<file path="src/rtl/seq_booth_mult_param.sv">
// ---------------------------------------------------------------------------
// seq_booth_mult_param
//   Sequential radix-4 (modified Booth) multiplier. Retires two multiplier
//   bits per clock, with a per-operation signed/unsigned mode.
//
// Parameters
//   WIDTH      operand width (even, >= 4)
//
// Ports
//   clk        rising-edge clock
//   rst_n      asynchronous active-low reset
//   start      request, sampled only while idle
//   is_signed  1 = two's-complement operands, 0 = unsigned (sampled with start)
//   a_in       multiplicand (sampled with start)
//   b_in       multiplier   (sampled with start)
//   busy       high while an operation is in progress
//   p_out      2*WIDTH-bit product, held between done pulses
//   done       one-cycle pulse when p_out has just been updated
// ---------------------------------------------------------------------------
module seq_booth_mult_param #(
  parameter int WIDTH = 16
) (
  input  logic                 clk,
  input  logic                 rst_n,
  input  logic                 start,
  input  logic                 is_signed,
  input  logic [WIDTH-1:0]     a_in,
  input  logic [WIDTH-1:0]     b_in,
  output logic                 busy,
  output logic [2*WIDTH-1:0]   p_out,
  output logic                 done
);

  localparam int ITER = WIDTH / 2 + 1;   // Booth iterations per operation
  localparam int EW   = WIDTH + 2;       // extended operand width
  localparam int HW   = WIDTH + 4;       // upper accumulator slice, room for +/-2A
  localparam int CW   = $clog2(ITER);

  generate
    if ((WIDTH < 4) || ((WIDTH % 2) != 0)) begin : g_bad_width
      $error("seq_booth_mult_param: WIDTH must be even and >= 4");
    end
  endgenerate

  typedef enum logic [1:0] {
    IDLE = 2'd0,
    CALC = 2'd1,
    DONE = 2'd2
  } state_t;

  state_t               state_q, state_d;
  logic [CW-1:0]        cnt_q, cnt_d;
  logic [EW-1:0]        a_q, a_d;
  logic [HW-1:0]        hi_q, hi_d;     // upper accumulator slice
  logic [EW-1:0]        lo_q, lo_d;     // multiplier, shifted out as product bits shift in
  logic                 bm1_q, bm1_d;   // b[2i-1] for the current triplet
  logic [2*WIDTH-1:0]   p_q, p_d;
  logic                 done_q, done_d;

  logic [2:0]           trip;
  logic [HW-1:0]        a_wide;
  logic [HW-1:0]        pp;
  logic [HW-1:0]        sum;

  // Extension bits: zero in unsigned mode, sign bit in signed mode.
  logic                 a_ext_bit, b_ext_bit;

  assign a_ext_bit = is_signed & a_in[WIDTH-1];
  assign b_ext_bit = is_signed & b_in[WIDTH-1];

  assign trip   = {lo_q[1:0], bm1_q};
  assign a_wide = {{(HW-EW){a_q[EW-1]}}, a_q};

  // Booth partial-product select
  always_comb begin
    pp = '0;
    case (trip)
      3'b001, 3'b010: pp = a_wide;
      3'b011:         pp = a_wide << 1;
      3'b100:         pp = -(a_wide << 1);
      3'b101, 3'b110: pp = -a_wide;
      default:        pp = '0;
    endcase
  end

  assign sum = hi_q + pp;

  always_comb begin
    state_d = state_q;
    cnt_d   = cnt_q;
    a_d     = a_q;
    hi_d    = hi_q;
    lo_d    = lo_q;
    bm1_d   = bm1_q;
    p_d     = p_q;
    done_d  = 1'b0;

    case (state_q)
      IDLE: begin
        if (start) begin
          a_d     = {{2{a_ext_bit}}, a_in};
          lo_d    = {{2{b_ext_bit}}, b_in};
          hi_d    = '0;
          bm1_d   = 1'b0;
          cnt_d   = '0;
          state_d = CALC;
        end
      end
      CALC: begin
        // Add the partial product, then arithmetic-shift {hi,lo,bm1} right by 2.
        hi_d  = {{2{sum[HW-1]}}, sum[HW-1:2]};
        lo_d  = {sum[1:0], lo_q[EW-1:2]};
        bm1_d = lo_q[1];
        cnt_d = cnt_q + CW'(1);
        if (cnt_q == CW'(ITER - 1)) begin
          state_d = DONE;
        end
      end
      DONE: begin
        // After ITER shifts lo holds the low WIDTH+2 product bits.
        p_d     = {hi_q[WIDTH-3:0], lo_q};
        done_d  = 1'b1;
        state_d = IDLE;
      end
      default: begin
        state_d = IDLE;
      end
    endcase
  end

  always_ff @(posedge clk or negedge rst_n) begin
    if (!rst_n) begin
      state_q <= IDLE;
      cnt_q   <= '0;
      a_q     <= '0;
      hi_q    <= '0;
      lo_q    <= '0;
      bm1_q   <= 1'b0;
      p_q     <= '0;
      done_q  <= 1'b0;
    end else begin
      state_q <= state_d;
      cnt_q   <= cnt_d;
      a_q     <= a_d;
      hi_q    <= hi_d;
      lo_q    <= lo_d;
      bm1_q   <= bm1_d;
      p_q     <= p_d;
      done_q  <= done_d;
    end
  end

  assign busy  = (state_q != IDLE);
  assign p_out = p_q;
  assign done  = done_q;

endmodule

</file>
<file path="config.mk">
export PLATFORM = sky130hd
export DESIGN_NAME = seq_booth_mult_param
export DESIGN_NICKNAME = d
export VERILOG_FILES = /design/src/rtl/seq_booth_mult_param.sv
export SDC_FILE = /design/constraint.sdc
export NUM_CORES = 1
export LEC_CHECK = 0
export CORE_MARGIN = 4
export CORE_UTILIZATION = 55
export CTS_CLUSTER_SIZE = 14
export DETAILED_ROUTE_END_ITERATION = 10
export HOLD_SLACK_MARGIN = 0.05
export PLACE_DENSITY = 0.82
export SLEW_MARGIN = 20
export SYNTH_ARGS = -nofsm -noshare
export SYNTH_HDL_FRONTEND = slang
export SYNTH_SLANG_ARGS = --single-unit
export TNS_END_PERCENT = 100
</file>
<file path="constraint.sdc">
create_clock -name clk -period 9.7 [get_ports clk]
set_input_delay 0.97 -clock clk [delete_from_list [all_inputs] [get_ports clk]]
set_output_delay 0.97 -clock clk [all_outputs]
set_load 0.005 [all_outputs]
</file>
==> results.toml, run 1 <==
[yosys]
synth_edf_count = 0
ys_top_cells_by_area = "dfrtp_1, mux2_2, nand2_1, ha_1, nor2_1"
syn_area_per_cell_um2 = 9.01
synth_cell_types = 63
synth.top_cells.by_count = "nand2_1, dfrtp_1, nor2_1, o21ai_0, a21oi_1"
synth_area_um2 = 5650
synth_ff_type = "dfrtp_1"
syn_inst = 627
synth_top_area_share_pct = 41.2
syn_nets = 686
ys_warn_count = 0
async_flop_share_pct = 100
synth-seq-cells = 93
yosysSeqAreaShare_pct = 41.2
synth.largest_area_cell = "dfrtp_1"
yosys.cell_count.top_type = "nand2_1"

[drt]
num_vias = 4929
vias_per_cell = 6.06
drt-wirelength-per-cell_um = 17.1
antenna_left = 0
dr.pass1.iters = 5
routed_wl_um = 13900
first_iter_violations = 315
drc_errors = 0

[worst_setup_path]
reg2reg_to = "hi_q[18]"
r2r_slack_ns = 5.49
required_ns = 9.97
slowest_delay_ns = 0.45
path_max_fanout = 8
slowest_stage = "o41ai_1"
crit_chain = "inv_1 -> ha_1 -> nor4b_4 -> nand3_1 -> nor3_1 -> xor2_1 -> nor2_1 -> o31ai_1 -> a21oi_1 -> ha_1 -> nand4_1 -> nor4_1 -> a22o_1 -> o41ai_1 -> o21ai_0 -> xnor2_1 -> o21ai_1"
crit_top_cell = "ha_1"
worstPathArrival_ns = 4.48
crit_path_end_kind = "flip-flop"
critPathLaunchType = "flip-flop"
worstSetupPathType = "flip-flop to flip-flop"
r2r_start = "a_q[1]"
reg2reg_depth = 17
crit_family = "compound AO/OA/AOI/OAI gates"
critPathBufInv = 1

[sta]
drv_slew = 0
hold_violations = 0
finalSetupViolCount = 0
max_freq_mhz = 238
worstMarginPinSlew_ns = 0.901
fin_ws_ns = 5.49
fin_tns_setup_ns = 0
timing.clock.skew_ns = 0.0150
max_slew_margin_pct = 39.8
fin_crit_sh_pct = 43.4
period_minus_slack_ns = 4.21
grt_setup_unrepaired = "false"

[floorplan]
die_y_um = 109
core_um2 = 9910
initial_core_util_pct = 57.0
io_pins = 70
num_rows = 36
dieArea_um2 = 12000
die_w_um = 109

[cts]
cts_buffers = 9
cts-htree-levels = 3
holdBufCountCts = 0
clockBufferDepth = 2
ctsRootBufferMaster = "clkbuf_8"
clock_sinks = 93
cts_repair_resize_count = 0
clk_pin_slew_ns = 0.11
cts_tree = "done"
postCtsSetupRepairBufs = 0
clkLatencyLatePin_ns = 0.39

[hold_path]
hp-class = "input pin to asynchronous set/reset pin"

[layout]
stdcell_area_um2 = 6570
layout-drive-gt1-share_pct = 10.1
nets = 734
antenna_cells = 0
stdcell_count = 813
syn_to_final_growth_pct = 16.2

[grt]
grt_pass1_wl_um = 23600
track_usage_pct = 25.1
grt_pass1_vias = 4851
grt.overflow.total = 0
grt_max_degree = 61
antenna_found_initial = 0

[run]
max_cap_viol_count = 0

[placed_design]
post-place-cells = 797
place_ws_ns = 5.59
io_buffers = 69
globalplace.congestion = 0.942
dpl_cell_area_um2 = 6360
place_hpwl_um = 10000

[status]
status = "completed"
## registers in the layout, summed over array words and instances (netlist names)
| signal | flops |
|---|---|
| p_out | 32 |
| hi_q | 18 |
| lo_q | 18 |
| a_q | 17 |
| cnt_q | 4 |
| state_q | 2 |
| bm1_q | 1 |
| done | 1 |
## layout by cell type, fill, tap and decap left out, types with 3 or more instances in the layout
cell type	instances
nand2_1	94
dfrtp_1	93
clkdlybuf4s50_1	68
nor2_1	60
o21ai_0	45
a21oi_1	34
mux2_2	32
nand3_1	29
ha_1	22
xnor2_1	19
o22ai_1	19
xor2_1	15
inv_1	14
a22oi_1	12
nor3_1	11
clkbuf_8	9
a21o_1	7
buf_4	7
nand4_1	5
o31ai_1	5
a221oi_1	5
o211ai_1	5
and2_1	4
o21ai_1	4
nand2b_1	4
nor2b_1	4
nor4_1	3
o221ai_1	3
a31oi_1	3
## area by class of cell
class                   instances  area, um^2
fillers                       829        3340
clock buffers                  10         128
well taps                     133         166
flip-flops and latches         93        2330
multi-input cells             482        3080
inverters                      14        52.6
clock inverters                 6        77.6
repair buffers                 75         733
## worst register-to-register path, cell delays in order (launching register included)
cell and delay, ns:
dfrtp_1 0.43, inv_1 0.10, ha_1 0.28, nor4b_4 0.41, nand3_1 0.20, nor3_1 0.21
xor2_1 0.28, nor2_1 0.07, o31ai_1 0.21, a21oi_1 0.15, ha_1 0.42, nand4_1 0.14
nor4_1 0.06, a22o_1 0.23, o41ai_1 0.46, o21ai_0 0.19, xnor2_1 0.17, o21ai_1 0.07
## through the flow
step	hold WS [ns]	utilization (%)
after floorplan	0.457	-
after global placement	0.476	64.2
after detailed placement	0.493	64.2
after CTS	0.512	66.3
after global routing	0.526	66.3
final	0.504	66.3
## logic make-up (layout without fill, tap and decap cells)
kind of cell             Yosys count  in the layout  synth area share (%)
multiplexers                      33             33                  6.56
AND/OR/NAND/NOR                  228            228                  18.9
AO/OA/AOI/OAI                    163            163                  18.3
adder cells (fa/ha/maj)           23             23                  5.23
buffers and inverters             52            105                  4.27
XOR/XNOR                          35             35                  5.56
flip-flops                        93             93                  41.2
## worst max-delay path by stage
stage	from	to	cells past startpoint
2_1_floorplan	a_q[1]	hi_q[18]	18
3_3_place_gp	a_q[0]	hi_q[18]	17
3_5_place_dp	a_q[1]	hi_q[18]	17
4_1_cts	a_q[1]	hi_q[18]	17
5_1_grt	a_q[1]	hi_q[18]	17
6_report	a_q[1]	hi_q[18]	17
## routing by layer
| metal | up-vias | GRT usage [%] | part of all wire [%] | routed length, um |
|---|---|---|---|---|
| met3 | 25 | 6.46 | 6.2 | 868 |
| met5 | - | 0 | 0 | 0 |
| li1 | 2329 | - | - | - |
| met1 | 2401 | 33.6 | 44 | 6090 |
| met4 | 0 | 8.82 | 2.8 | 389 |
| met2 | 174 | 39.8 | 47 | 6580 |
Power of run 1 is left out: the tool's default activity adds up to more than one toggle a clock period on the data nets, which glitch-free logic cannot reach.
==> run 2: changes to the inputs <==
Settings changed: CORE_UTILIZATION 55 to 51, PLACE_DENSITY 0.82 to 0.8.
Clock period 9.7 ns to 3.4 ns, I/O delays scaled along.
==> run 2 against run 1 <==
- the flow now finishes with violations (setup timing)
- worst hold slack got worse by 0.030 ns
- wire length grew 21%
- final area grew 15%
- global-route usage rose by 1.2 points
- first-iteration DRC count increased by 17%
- sequential share of layout area decreased by 4.6 points
- core utilization is 3.5 points higher
- via count rose by 8.7%
- critical endpoint unchanged
- cell count rose by 12%
- worst setup slack got worse by 5.5 ns
- non-clock buffer count grew 93
- clock-buffer cell count stayed put
==> results.toml, run 2 (same netlist as run 1, synthesis figures left out) <==
[layout]
syn_to_final_growth_pct = 33.9
layout-drive-gt1-share_pct = 26.9
final_cell_mix = "buf_4, nand2_1, dfrtp_1, clkdlybuf4s50_1, nor2_1"
largest_reg_flops = 32
layout_commonest_cell = "buf_4"
nets = 827
antenna_cells = 0
post-route-util_pct = 69.8
stdcell_count = 913
fill_cells = 869
stdcell_area_um2 = 7570

[drt]
dr.pass1.iters = 5
wl_met2_um = 8270
vias_per_cell = 5.87
num_vias = 5359
met3_wirelength_um = 797
wl_met1_um = 7360
drc_errors = 0
drt-wirelength-per-cell_um = 18.4
antenna_left = 0
first_iter_violations = 370
dr.max_layer_used = "met4"
routed_wl_um = 16800

[worst_setup_path]
reg2reg_to = "hi_q[18]"
crit_path_end_kind = "flip-flop"
critPathLaunchType = "flip-flop"
r2r_start = "a_q[2]"
crit_chain = "nor3_4 -> buf_4 -> nand2_1 -> nor2_1 -> xnor2_1 -> a22oi_1 -> a21oi_2 -> ha_2 -> a21oi_1 -> o211ai_1 -> a22o_1 -> o41ai_2 -> o21ai_1 -> xnor2_1 -> o21ai_1"
worstSetupPathType = "flip-flop to flip-flop"
worstPathArrival_ns = 3.69
setup.worst_path.end = "hi_q[18]"
r2r_slack_ns = -0.02
required_ns = 3.67
path_max_fanout = 4
slowest_stage = "dfrtp_1"
reg2reg_depth = 15
slowest_delay_ns = 0.48
cp-startpoint = "a_q[2]"

[hold_path]
hp-class = "input pin to flip-flop"

[floorplan]
num_rows = 38
die_y_um = 113
dieArea_um2 = 12800
initial_core_util_pct = 52.1
io_pins = 70
die_w_um = 113
core_um2 = 10800

[cts]
cts-htree-levels = 3
clock_sinks = 93
clockBufferDepth = 2
cts_buffers = 9
clkLatencyLatePin_ns = 0.38
ctsRootBufferMaster = "clkbuf_8"
clk_pin_slew_ns = 0.11
cts_tree = "done"

[sta]
worstMarginPinSlew_ns = 0.786
grt_setup_unrepaired = "true"
max_slew_margin_pct = 47.6
period_minus_slack_ns = 3.42
fin_crit_sh_pct = 101
fin_ws_ns = -0.0239
fin_tns_setup_ns = -0.0445
drv_slew = 0
hold_violations = 0
timing.clock.skew_ns = 0.0151
finalSetupViolCount = 2
max_freq_mhz = 292

[placed_design]
io_buffers = 69
place_hpwl_um = 12100
globalplace.congestion = 0.937
dpl_cell_area_um2 = 6980
post-place-cells = 883

[grt]
track_usage_pct = 26.4
grt_pass1_wl_um = 27000
grt.overflow.total = 0
antenna_found_initial = 0
grt_pass1_vias = 5424
grt_max_degree = 44

[status]
status = "finished, violations left"
violations = "setup timing"

[run]
max_cap_viol_count = 0
[run 2: worst min-delay path by stage]
stage	start	end	slack, ns	cells after the start
after floorplan	rst_n	a_q[0]	0.04	0
after global placement	rst_n	a_q[3]	0.37	1
after detailed placement	rst_n	a_q[3]	0.39	1
after CTS	a_in[4]	a_q[4]	0.46	3
after global routing	a_in[7]	a_q[7]	0.48	3
final	a_in[3]	a_q[3]	0.47	3
[run 2: final cells by class]
cell class	count	area (um^2)	share of cell area, %
Multi-Input combinational cell	482	3350	44.3
Clock inverter	6	80.1	1.06
Sequential cell	93	2330	30.8
Timing Repair Buffer	168	1450	19.1
Inverter	14	55.1	0.728
Clock buffer	10	128	1.69
Tap cell	140	175	2.32
[run 2: timing repair]
action | 4_1_cts | 5_1_grt
gates resized for setup | 12 | 60
endpoints found under the setup margin | 4 | 11
pin swaps | 15 | 28
buffers inserted | 5 | 8
endpoints found under the hold margin | 41 | 0
hold buffers | 1 | 0
cloned | 0 | 0
[run 2: critical path: cells and delay by family (launching register included)]
family	cells	cell delay, ns
compound gates	8	1.55
flops	1	0.48
simple gates	3	0.45
xor+xnor	2	0.32
fa+ha+maj	1	0.32
buf+inv	1	0.19
[run 2: layer usage]
metal,vias up,track usage [%]
li1,2511,-
met1,2638,35.3
met2,174,44.0
met3,36,3.42
met4,0,9.62
met5,-,0
[run 2: through the flow]
step                hold WS (ns)  worst slack [ns]
floorplan                 0.0444            0.0249
global placement           0.373          -0.00310
detailed placement         0.390            -0.126
CTS                        0.463            -0.102
global route               0.480            -0.262
finish                     0.473           -0.0239
Power of run 2 is left out for the same reason.
